File: src/rtl/spi_pkg.sv
// Shared SPI definitions used by the transmitter and its helpers.
//   spi_state_e : frame sequencer states (IDLE, LEAD, SHIFT, TRAIL, GAP)
//   SS_ACTIVE_* : slave-select polarity selectors
//   CPOL* / CPHA*: serial clock polarity / phase selectors
package spi_pkg;

  typedef enum logic [2:0] {
    IDLE  = 3'd0,
    LEAD  = 3'd1,
    SHIFT = 3'd2,
    TRAIL = 3'd3,
    GAP   = 3'd4
  } spi_state_e;

  localparam int SS_ACTIVE_LOW  = 0;
  localparam int SS_ACTIVE_HIGH = 1;
  localparam int CPOL0          = 0;
  localparam int CPOL1          = 1;
  localparam int CPHA0          = 0;
  localparam int CPHA1          = 1;

endpackage

File: src/rtl/spi_transmitter_if.sv
// Bus bundle for spi_transmitter.
//   Parallel side : start, data (to transmitter); ready, complete (from it)
//   Serial side   : ss, sclk, sdo (from transmitter)
//   Debug         : state (current sequencer state)
//
// Handshake: a word is accepted on a rising clock edge where start=1 and
// ready=1; data is sampled on that same edge. start while ready=0 is
// dropped (no queueing). complete pulses for one cycle when a frame ends.
interface spi_transmitter_if
  import spi_pkg::*;
#(
  parameter int bitcount = 16
) ();

  logic                start;
  logic [bitcount-1:0] data;
  logic                ready;
  logic                complete;
  logic                ss;
  logic                sclk;
  logic                sdo;
  spi_state_e          state;

  // master: the side issuing words; slave: the transmitter itself
  modport master (
    output start, data,
    input  ready, complete, ss, sclk, sdo, state
  );

  modport slave (
    input  start, data,
    output ready, complete, ss, sclk, sdo, state
  );

endinterface

File: src/rtl/spi_sclk_generator.sv
// Timing core for the SPI transmitter.
// Ports:
//   clock       : system clock
//   clear       : synchronous clear of both counters
//   enable      : advance the half-period counter
//   period_end  : last system cycle of the current half-period
//   edge_strobe : sclk must toggle on the coming clock edge
//   leading     : the strobed edge is a leading (odd-numbered) edge
//   last_edge   : the strobed edge is the final one of the frame
//   shift_done  : half-period after the final edge has elapsed
//
// The strobe is issued one cycle ahead so that the registered sclk
// toggles exactly at the start of each half-period.
module spi_sclk_generator #(
  parameter int bitcount      = 16,
  parameter int clock_divider = 4
) (
  input  logic clock,
  input  logic clear,
  input  logic enable,
  output logic period_end,
  output logic edge_strobe,
  output logic leading,
  output logic last_edge,
  output logic shift_done
);

  localparam int TW = $clog2(clock_divider) + 1;
  localparam int EW = $clog2(2 * bitcount) + 1;
  localparam logic [TW-1:0] TICK_MAX   = TW'(clock_divider - 1);
  localparam logic [EW-1:0] EDGE_TOTAL = EW'(2 * bitcount);
  localparam logic [EW-1:0] EDGE_LAST  = EW'(2 * bitcount - 1);

  logic [TW-1:0] tick_q;
  logic [EW-1:0] edge_cnt_q;

  // The edge counter saturates at EDGE_TOTAL, which also blocks further
  // strobes while the sequencer runs through TRAIL and GAP.
  always_comb begin
    period_end  = enable && (tick_q == TICK_MAX);
    edge_strobe = period_end && (edge_cnt_q != EDGE_TOTAL);
    leading     = ~edge_cnt_q[0];
    last_edge   = edge_strobe && (edge_cnt_q == EDGE_LAST);
    shift_done  = period_end && (edge_cnt_q == EDGE_TOTAL);
  end

  always_ff @(posedge clock) begin
    if (clear) begin
      tick_q     <= '0;
      edge_cnt_q <= '0;
    end else if (enable) begin
      tick_q <= period_end ? '0 : tick_q + 1'b1;
      if (edge_strobe) begin
        edge_cnt_q <= edge_cnt_q + 1'b1;
      end
    end
  end

endmodule

File: src/rtl/spi_transmitter.sv
// SPI master-side transmitter. Serialises a parallel word onto sdo and
// generates ss and sclk from the system clock.
// Ports:
//   clock : system clock, rising edge
//   reset : synchronous, active-high
//   bus   : spi_transmitter_if slave modport
//           (start/data in, ready/complete/ss/sclk/sdo/state out)
// Frame: IDLE -> LEAD -> SHIFT -> TRAIL -> GAP -> IDLE. LEAD, TRAIL and
// GAP each last clock_divider cycles; SHIFT carries 2*bitcount sclk edges.
// All outputs are registered.
module spi_transmitter
  import spi_pkg::*;
#(
  parameter int bitcount      = 16,
  parameter int ss_polarity   = 0,
  parameter int sclk_polarity = 1,
  parameter int sclk_phase    = 1,
  parameter int msb_first     = 1,
  parameter int clock_divider = 4
) (
  input  logic             clock,
  input  logic             reset,
  spi_transmitter_if.slave bus
);

  localparam logic SS_ON     = (ss_polarity == SS_ACTIVE_HIGH) ? 1'b1 : 1'b0;
  localparam logic SS_OFF    = ~SS_ON;
  localparam logic SCLK_IDLE = (sclk_polarity == CPOL1) ? 1'b1 : 1'b0;
  localparam logic CPHA_ON   = (sclk_phase == CPHA1) ? 1'b1 : 1'b0;

  // sdo is always taken from a fixed end of the shift register; the
  // register shifts toward that end.
  function automatic logic out_bit(input logic [bitcount-1:0] w);
    return (msb_first != 0) ? w[bitcount-1] : w[0];
  endfunction

  function automatic logic [bitcount-1:0] shifted(input logic [bitcount-1:0] w);
    return (msb_first != 0) ? {w[bitcount-2:0], 1'b0} : {1'b0, w[bitcount-1:1]};
  endfunction

  spi_state_e          state_q, state_d;
  logic [bitcount-1:0] sreg_q, sreg_d;
  logic                ss_q, ss_d;
  logic                sclk_q, sclk_d;
  logic                sdo_q, sdo_d;
  logic                ready_q, ready_d;
  logic                complete_q, complete_d;

  logic period_end, edge_strobe, leading, last_edge, shift_done;

  spi_sclk_generator #(
    .bitcount      (bitcount),
    .clock_divider (clock_divider)
  ) u_sclk_gen (
    .clock       (clock),
    .clear       (reset || (state_q == IDLE)),
    .enable      (state_q != IDLE),
    .period_end  (period_end),
    .edge_strobe (edge_strobe),
    .leading     (leading),
    .last_edge   (last_edge),
    .shift_done  (shift_done)
  );

  always_comb begin
    state_d    = state_q;
    sreg_d     = sreg_q;
    ss_d       = ss_q;
    sclk_d     = sclk_q;
    sdo_d      = sdo_q;
    ready_d    = ready_q;
    complete_d = 1'b0;

    // Strobes only occur in LEAD (first edge) and SHIFT. With CPHA=1 bits
    // launch on leading edges; with CPHA=0 bit 0 launches at ss assertion
    // and the rest on trailing edges, and the final edge leaves sdo alone.
    if (edge_strobe) begin
      sclk_d = ~sclk_q;
      if ((CPHA_ON && leading) || (!CPHA_ON && !leading && !last_edge)) begin
        sdo_d  = out_bit(sreg_q);
        sreg_d = shifted(sreg_q);
      end
    end

    case (state_q)
      IDLE: begin
        ready_d = 1'b1;
        if (bus.start) begin
          state_d = LEAD;
          ready_d = 1'b0;
          ss_d    = SS_ON;
          sreg_d  = bus.data;
          if (!CPHA_ON) begin
            sdo_d  = out_bit(bus.data);
            sreg_d = shifted(bus.data);
          end
        end
      end
      LEAD: begin
        if (period_end) state_d = SHIFT;
      end
      SHIFT: begin
        if (shift_done) state_d = TRAIL;
      end
      TRAIL: begin
        if (period_end) begin
          state_d    = GAP;
          ss_d       = SS_OFF;
          sdo_d      = 1'b0;
          complete_d = 1'b1;
        end
      end
      GAP: begin
        if (period_end) begin
          state_d = IDLE;
          ready_d = 1'b1;
        end
      end
      default: state_d = IDLE;
    endcase
  end

  always_ff @(posedge clock) begin
    if (reset) begin
      state_q    <= IDLE;
      sreg_q     <= '0;
      ss_q       <= SS_OFF;
      sclk_q     <= SCLK_IDLE;
      sdo_q      <= 1'b0;
      ready_q    <= 1'b1;
      complete_q <= 1'b0;
    end else begin
      state_q    <= state_d;
      sreg_q     <= sreg_d;
      ss_q       <= ss_d;
      sclk_q     <= sclk_d;
      sdo_q      <= sdo_d;
      ready_q    <= ready_d;
      complete_q <= complete_d;
    end
  end

  assign bus.ready    = ready_q;
  assign bus.complete = complete_q;
  assign bus.ss       = ss_q;
  assign bus.sclk     = sclk_q;
  assign bus.sdo      = sdo_q;
  assign bus.state    = state_q;

endmodule
File: src/flat_wrapper.sv
// flat-port wrapper written by rule: the top's interface ports become plain ports
module spi_transmitter_flat import spi_pkg::*;
#(
  parameter int bitcount      = 16,
  parameter int ss_polarity   = 0,
  parameter int sclk_polarity = 1,
  parameter int sclk_phase    = 1,
  parameter int msb_first     = 1,
  parameter int clock_divider = 4
)
  (clock, reset, bus_start, bus_data, bus_ready, bus_complete, bus_ss, bus_sclk, bus_sdo, bus_state);
  spi_transmitter_if #(.bitcount(bitcount)) bus_i ();
  input  logic clock;
  input  logic reset;
  input wire logic [$bits(bus_i.start)-1:0] bus_start;
  input wire logic [$bits(bus_i.data)-1:0] bus_data;
  output wire logic [$bits(bus_i.ready)-1:0] bus_ready;
  output wire logic [$bits(bus_i.complete)-1:0] bus_complete;
  output wire logic [$bits(bus_i.ss)-1:0] bus_ss;
  output wire logic [$bits(bus_i.sclk)-1:0] bus_sclk;
  output wire logic [$bits(bus_i.sdo)-1:0] bus_sdo;
  output wire logic [$bits(bus_i.state)-1:0] bus_state;
  assign bus_i.start = bus_start;
  assign bus_i.data = bus_data;
  assign bus_ready = bus_i.ready;
  assign bus_complete = bus_i.complete;
  assign bus_ss = bus_i.ss;
  assign bus_sclk = bus_i.sclk;
  assign bus_sdo = bus_i.sdo;
  assign bus_state = bus_i.state;
  spi_transmitter #(.bitcount(bitcount), .ss_polarity(ss_polarity), .sclk_polarity(sclk_polarity), .sclk_phase(sclk_phase), .msb_first(msb_first), .clock_divider(clock_divider)) u_core (.clock(clock), .reset(reset), .bus(bus_i));
endmodule
File: config.mk
export PLATFORM = sky130hd
export DESIGN_NAME = spi_transmitter_flat
export DESIGN_NICKNAME = d
export VERILOG_FILES = /design/src/rtl/spi_pkg.sv /design/src/rtl/spi_transmitter_if.sv /design/src/rtl/spi_sclk_generator.sv /design/src/rtl/spi_transmitter.sv /design/src/flat_wrapper.sv
export SDC_FILE = /design/constraint.sdc
export NUM_CORES = 1
export LEC_CHECK = 0
export CAP_MARGIN = 20
export CORE_AREA = 5 5 63 65
export DETAILED_ROUTE_END_ITERATION = 6
export DIE_AREA = 0 0 68 70
export PLACE_DENSITY = 0.84
export SLEW_MARGIN = 5
export SYNTH_ARGS = -nofsm -noshare
export SYNTH_HDL_FRONTEND = slang
export SYNTH_SLANG_ARGS = --single-unit
File: constraint.sdc
create_clock -name clock -period 3.85 [get_ports clock]
set_input_delay 0.385 -clock clock [delete_from_list [all_inputs] [get_ports clock]]
set_output_delay 0.385 -clock clock [all_outputs]
set_load 0.005 [all_outputs]
Word-level counts from Yosys, hierarchy flattened
Index checks and enable logic that the tools add are counted.
- register bits: 33
- input bits: 19
- output and inout bits: 8
- word-level logic and storage cells: 59
- add/sub/neg operators: 2
- eq/ne operators: 12
- muxes and demuxes: 21
- bitwise operators: 2
- reduce and logical (&&, ||, !) cells: 13
- operator list (cell ; count):
    16-bit 2-to-1 mux ; 4
    3-bit 2-to-1 mux ; 6
    3-bit one-hot mux with 5 select lines ; 1
    3-bit by 2-bit == test with 1-bit output (second input constant) ; 3
    1-bit 2-to-1 mux ; 8
    2-bit inequality test (second input constant) ; 4
    6-bit by 1-bit adder with 6-bit output (second input constant) ; 1
    6-bit == test (second input constant) ; 1
    6-bit inequality test (second input constant) ; 1
    5-bit AND reduction ; 1
    1-bit one-hot mux with 2 select lines ; 2
    2-bit AND reduction ; 2
    2-bit nonzero test ; 2
    3-bit by 1-bit adder with 3-bit output (second input constant) ; 1
    3-bit by 1-bit == test with 1-bit output (second input constant) ; 1
    3-bit == test (second input constant) ; 1
    1-bit logical AND ; 3
    3-bit zero test ; 1
    3-bit AND reduction ; 1
    3-bit nonzero test ; 1
    2-bit by 1-bit inequality test with 1-bit output (second input constant) ; 1
    1-bit inverter ; 2
    2-bit OR reduction ; 1
    1-bit logical OR ; 1

Logic depth before layout (Yosys ltp)
- depth after elaboration: 6
- depth in mapped cells: 8
- mapped depth without buffers: 6

Hierarchy
A second synthesis with hierarchy kept.
- cell total of the unflattened synthesis: 176
- area, all modules: 1542.7 µm²
- by module, submodules not included (module ; instances ; cells each ; area an instance (µm²) ; sequential area each (µm²)):
    spi_transmitter ; 1 ; 124 ; 1072.3 ; 480.5
    spi_sclk_generator ; 1 ; 52 ; 470.5 ; 180.2

Worst setup path after synthesis
OpenSTA, ideal clock, no wires.
- path type: register to register
- start point: register u_core.u_sclk_gen.edge_cnt_q[0]
- end point: register u_core.sreg_q[1]
- data arrival time: 2031 ps
- required time: 3747 ps
- path slack: 1716 ps
- stages on the path, launching flop included: 9
- cells stage by stage: dfxtp_1 > inv_1 > clkbuf_1 > ha_1 > and2_1 > a211oi_4 > nand2_2 > buf_2 > a2111oi_2
- cells in the longest elaborated chain, start to end: 5
- elaborated cells on any way between the ends: 6
- classes of those cells: eq/ne (1); mux (4); reduce/logical (1)
- ends and longest elaborated chain (what ; RTL line ; text):
    from (decl) ; spi_sclk_generator.sv:35 ; logic [EW-1:0] edge_cnt_q;
    from (signal assigned) ; spi_sclk_generator.sv:54 ; edge_cnt_q <= edge_cnt_q + 1'b1;
    6-bit inequality test ; spi_sclk_generator.sv:41 ; edge_strobe = period_end && (edge_cnt_q != EDGE_TOTAL);
    1-bit logical AND ; spi_sclk_generator.sv:41 ;
    16-bit 2-to-1 mux (*) ; spi_transmitter.sv:77 ; if (edge_strobe) begin
    16-bit 2-to-1 mux ; spi_transmitter.sv:88 ; if (bus.start) begin
    16-bit 2-to-1 mux (*) ; spi_transmitter.sv:85 ; case (state_q)
    to (signal assigned) ; spi_transmitter.sv:134 ; sreg_q <= sreg_d;
    to (decl) ; spi_transmitter.sv:42 ; logic [bitcount-1:0] sreg_q, sreg_d;
Mark *: on every way between the ends. The rest lies on a longest branch, timed or not.
A chain may end at the register's enable or synchronous reset.

Worst setup path in the final report
- start point: register u_core.u_sclk_gen.edge_cnt_q[0]
- end point: register u_core.sreg_q[15]
Same word-level chain as after synthesis.

==> metrics.md <==
| Metric | Value |
|---|---|
| Largest net degree at the start of global routing | 25 |
| Footprint of the multi-input gates | between 800 and 900 sq um |
| Number of global-route vias before repair | approximately 1200 |
| Reg2Reg Depth | 7 |
| Max Cap Viol | 0 |
| Yosys top cell by area | dfxtp_1 |
| H-tree depth | 2 |
| Die ar. | 4760 sq um |
| Final Non-Filler Cells | around 240 |
| Cts hold-fix bufs | 0 |
| Placed cells | roughly 240 |
| Finished Core Util | between 50 and 60% |
| TNS Setup | 0 ps |
| Layout cells sized above 1 | ~18% |
| Num ports | 27 |
| Global-route wire length before repair | ~5200 microns |
| Mapped Avg Cell Area | 9.234 sq um |
| DIE HEIGHT | about 70 microns |
| Starting density of the core | between 40% and 50% |
| Top-area cell type share of the netlist area | 41.84% |
| Crit path capture type | register |
| Final ANT Viol Nets | 0 |
| Endpoints failing hold | 0 |
| Synth warnings | 0 |
| Number of I/O port buffers | 26 |
| Max Root-Sink Buffers | 2 |
| Reg2reg start | u_core.u_sclk_gen.edge_cnt_q[0] |
| Final worst-path cycle share | around 65% |
| Seq cells post-synth | 33 |
| Number of distinct library cells after synthesis | 39 |
| Setup CP Type | reg -> reg |
| Worst Slack Setup Final | approximately 1300 ps |
| Postcts setup bufs | 0 |
| CP Capture Point | u_core.sreg_q[15] |
| Diodes inserted | 0 |
| Nets | 218 |
| Endpoints failing setup | 0 |
| TritonCTS Sinks | 33 |
| Max VDD drop | 0.0001452 V |
| Post-DP HPWL | ~2200 microns |
| Power Total | ~0.67 mW |
| Setup crit start | u_core.u_sclk_gen.edge_cnt_q[0] |
| RR Endpoint | u_core.sreg_q[15] |
| Main area contributors after synthesis | dfxtp_1 (42%), a2111oi_2 (9.5%), nor2_1 (7.6%) |
| Min Tclk post-route | about 2500 ps |
| Drt total wl | between 3000 and 4000 microns |
| Worst-Margin Slew | around 1100 ps |
| DR iter-0 viols | 89 |
| Synthesized cell area | 1579 sq um |
| Critical path peak fanout | 18 |
| Initial antenna violation count | 0 |
| WP data required | about 4100 ps |
| Startpoint Class | register |
| Place WS | around 1200 ps |
| Overflow after GRT | 0 |
| Type of the most critical hold path | reg -> reg |
| RSZ-0062 raised after global routing | no |
| Final Slew Violations | 0 |
| Wire per inst | between 10 and 15 microns |
| Sequential area share after synthesis | 41.84% |
| FILL cells | 295 |
| Post_cts resized | 0 |
| Worst skew pair latency | about 340 ps |
| Layout Skew | 5.486 ps |
| Critical Path AT | 2750 ps |
| CTS Root Cell | clkbuf_4 |
| Number of cell rows | 21 |
| Vias | roughly 1300 |
| P per Cell Area | around 350 nW/um^2 |
| Slew HR | between 20% and 30% |
| Layout area overhead | 22.19% |
| Top_reg_cell synth | dfxtp_1 |
| Fraction of registers with async set/reset | 0% |
| First drt pass iteration count | 4 |
| FF-to-FF setup slack | 1330 ps |
| Via density | between 5 and 6 |
| Post-synth EDFFs | 0 |
| Core ar. | roughly 3300 sq um |
| Total CTS buffers | 5 |
| Die Wd | ~68 microns |
| Gr usage total | roughly 14% |
| DRC viols | 0 |
| RePlAce Congestion | between 0.7 and 0.8 |
| Status | completed |
| Net Count, Synth | just under 200 |
| Fmax | approximately 400 MHz |
| Leakage | 0.7103 nW |
| Clk slew on worst S/H paths | about 100 ps |
| TritonCTS clock tree | yes |
| Cells after Synth | between 150 and 200 |
| Register area | ~660 sq um |
-- where the power goes --
part           switching (mW)  internal [mW]
Combinational          0.0384         0.0449
Clock                   0.114          0.106
Sequential            0.00771          0.358
Total                   0.160          0.509
-- flip-flops by register name (all words and copies together), names as in the netlist --
| name | cells |
|---|---|
| u_core.sreg_q | 16 |
| u_core.bus.complete | 1 |
| u_core.u_sclk_gen.edge_cnt_q | 6 |
| u_core.bus.sdo | 1 |
| u_core.bus.ready | 1 |
| u_core.bus.ss | 1 |
| u_core.bus.state | 3 |
| u_core.bus.sclk | 1 |
| u_core.u_sclk_gen.tick_q | 3 |
-- critical path, stage by stage (launching register included) --
cell	delay (ps)
dfxtp_1	490
inv_1	280
ha_1	290
and2_1	200
a211oi_4	190
buf_4	240
nand2_2	280
a2111oi_0	420
-- cell families (layout without fill, tap and decap cells) --
family | count (synthesis) | count (layout) | share of synthesized area (%)
xor gates and xnor gates | 5 | 5 | 2.773
muxes | 1 | 1 | 0.6339
AOI/OAI and AO/OA | 31 | 31 | 19.73
and+or+nand+nor | 82 | 82 | 27.66
buffers and inverters | 16 | 42 | 4.992
DFF | 33 | 33 | 41.84
adders and majority gates | 3 | 3 | 2.377
-- worst min path at each step --
| stage | startpoint | endpoint | slack, ps | depth (start not counted) |
|---|---|---|---|---|
| floorplan | u_core.u_sclk_gen.tick_q[0] | u_core.u_sclk_gen.tick_q[0] | 410 | 1 |
| global placement | u_core.u_sclk_gen.tick_q[0] | u_core.u_sclk_gen.tick_q[0] | 420 | 1 |
| detailed placement | u_core.u_sclk_gen.tick_q[0] | u_core.u_sclk_gen.tick_q[0] | 420 | 1 |
| CTS | u_core.u_sclk_gen.tick_q[0] | u_core.u_sclk_gen.tick_q[0] | 440 | 1 |
| global route | u_core.u_sclk_gen.tick_q[0] | u_core.u_sclk_gen.tick_q[0] | 460 | 1 |
| finish | u_core.u_sclk_gen.tick_q[0] | u_core.u_sclk_gen.tick_q[0] | 440 | 1 |
-- metal layers --
layer	GRT usage (%)	routed length (microns)
met5	0	0
met4	5.298	53
met3	5.128	197
met2	21.52	1456
met1	17.46	1391
-- area by class of cell --
type / count / share of cell area [%]
flip-flops and latches: 33 / 34.24
well taps: 46 / 2.983
repair buffers: 29 / 14.66
clock inverters: 1 / 0.2594
clock buffers: 7 / 3.372
inverters: 5 / 0.9728
multi-input cells: 122 / 43.51
-- placed cells by master, fill, tap and decap left out, types with 2 or more instances in the layout --
cell type,netlist,routed
inv_1,5,5
a2111oi_2,10,10
clkbuf_8,0,2
clkbuf_4,0,5
nand2b_1,2,2
clkdlybuf4s50_1,0,26
or2_2,2,2
a2111oi_0,5,5
ha_1,3,3
o21ai_0,2,2
nor3_1,5,5
and3_1,13,13
nor2_1,32,32
nand3_1,3,3
dfxtp_1,33,33
nor2_2,6,6
a31oi_1,2,2
nor4_1,4,4
nand2_1,6,6
buf_4,0,3
a21oi_1,5,5
xnor2_1,5,5
-- cells in the mapped netlist (all sizes together), types with 3 or more instances --
| library cell | n |
|---|---|
| buf | 4 |
| a21oi | 5 |
| nor2 | 38 |
| xnor2 | 5 |
| nand2 | 7 |
| a2111oi | 16 |
| and3 | 14 |
| nand3 | 3 |
| inv | 5 |
| ha | 3 |
| dfxtp | 33 |
| clkbuf | 7 |
| nor3 | 6 |
| nor4 | 4 |
-- per-stage QoR --
step                hold WS (ps)  instance area [sq um]
finish                     439.2                   1929
global route               462.2                   1929
CTS                        443.1                   1929
detailed placement         422.1                   1859
global placement           418.9                   1859
floorplan                  408.4                   1579
Power figures use the tool's default switching activity.
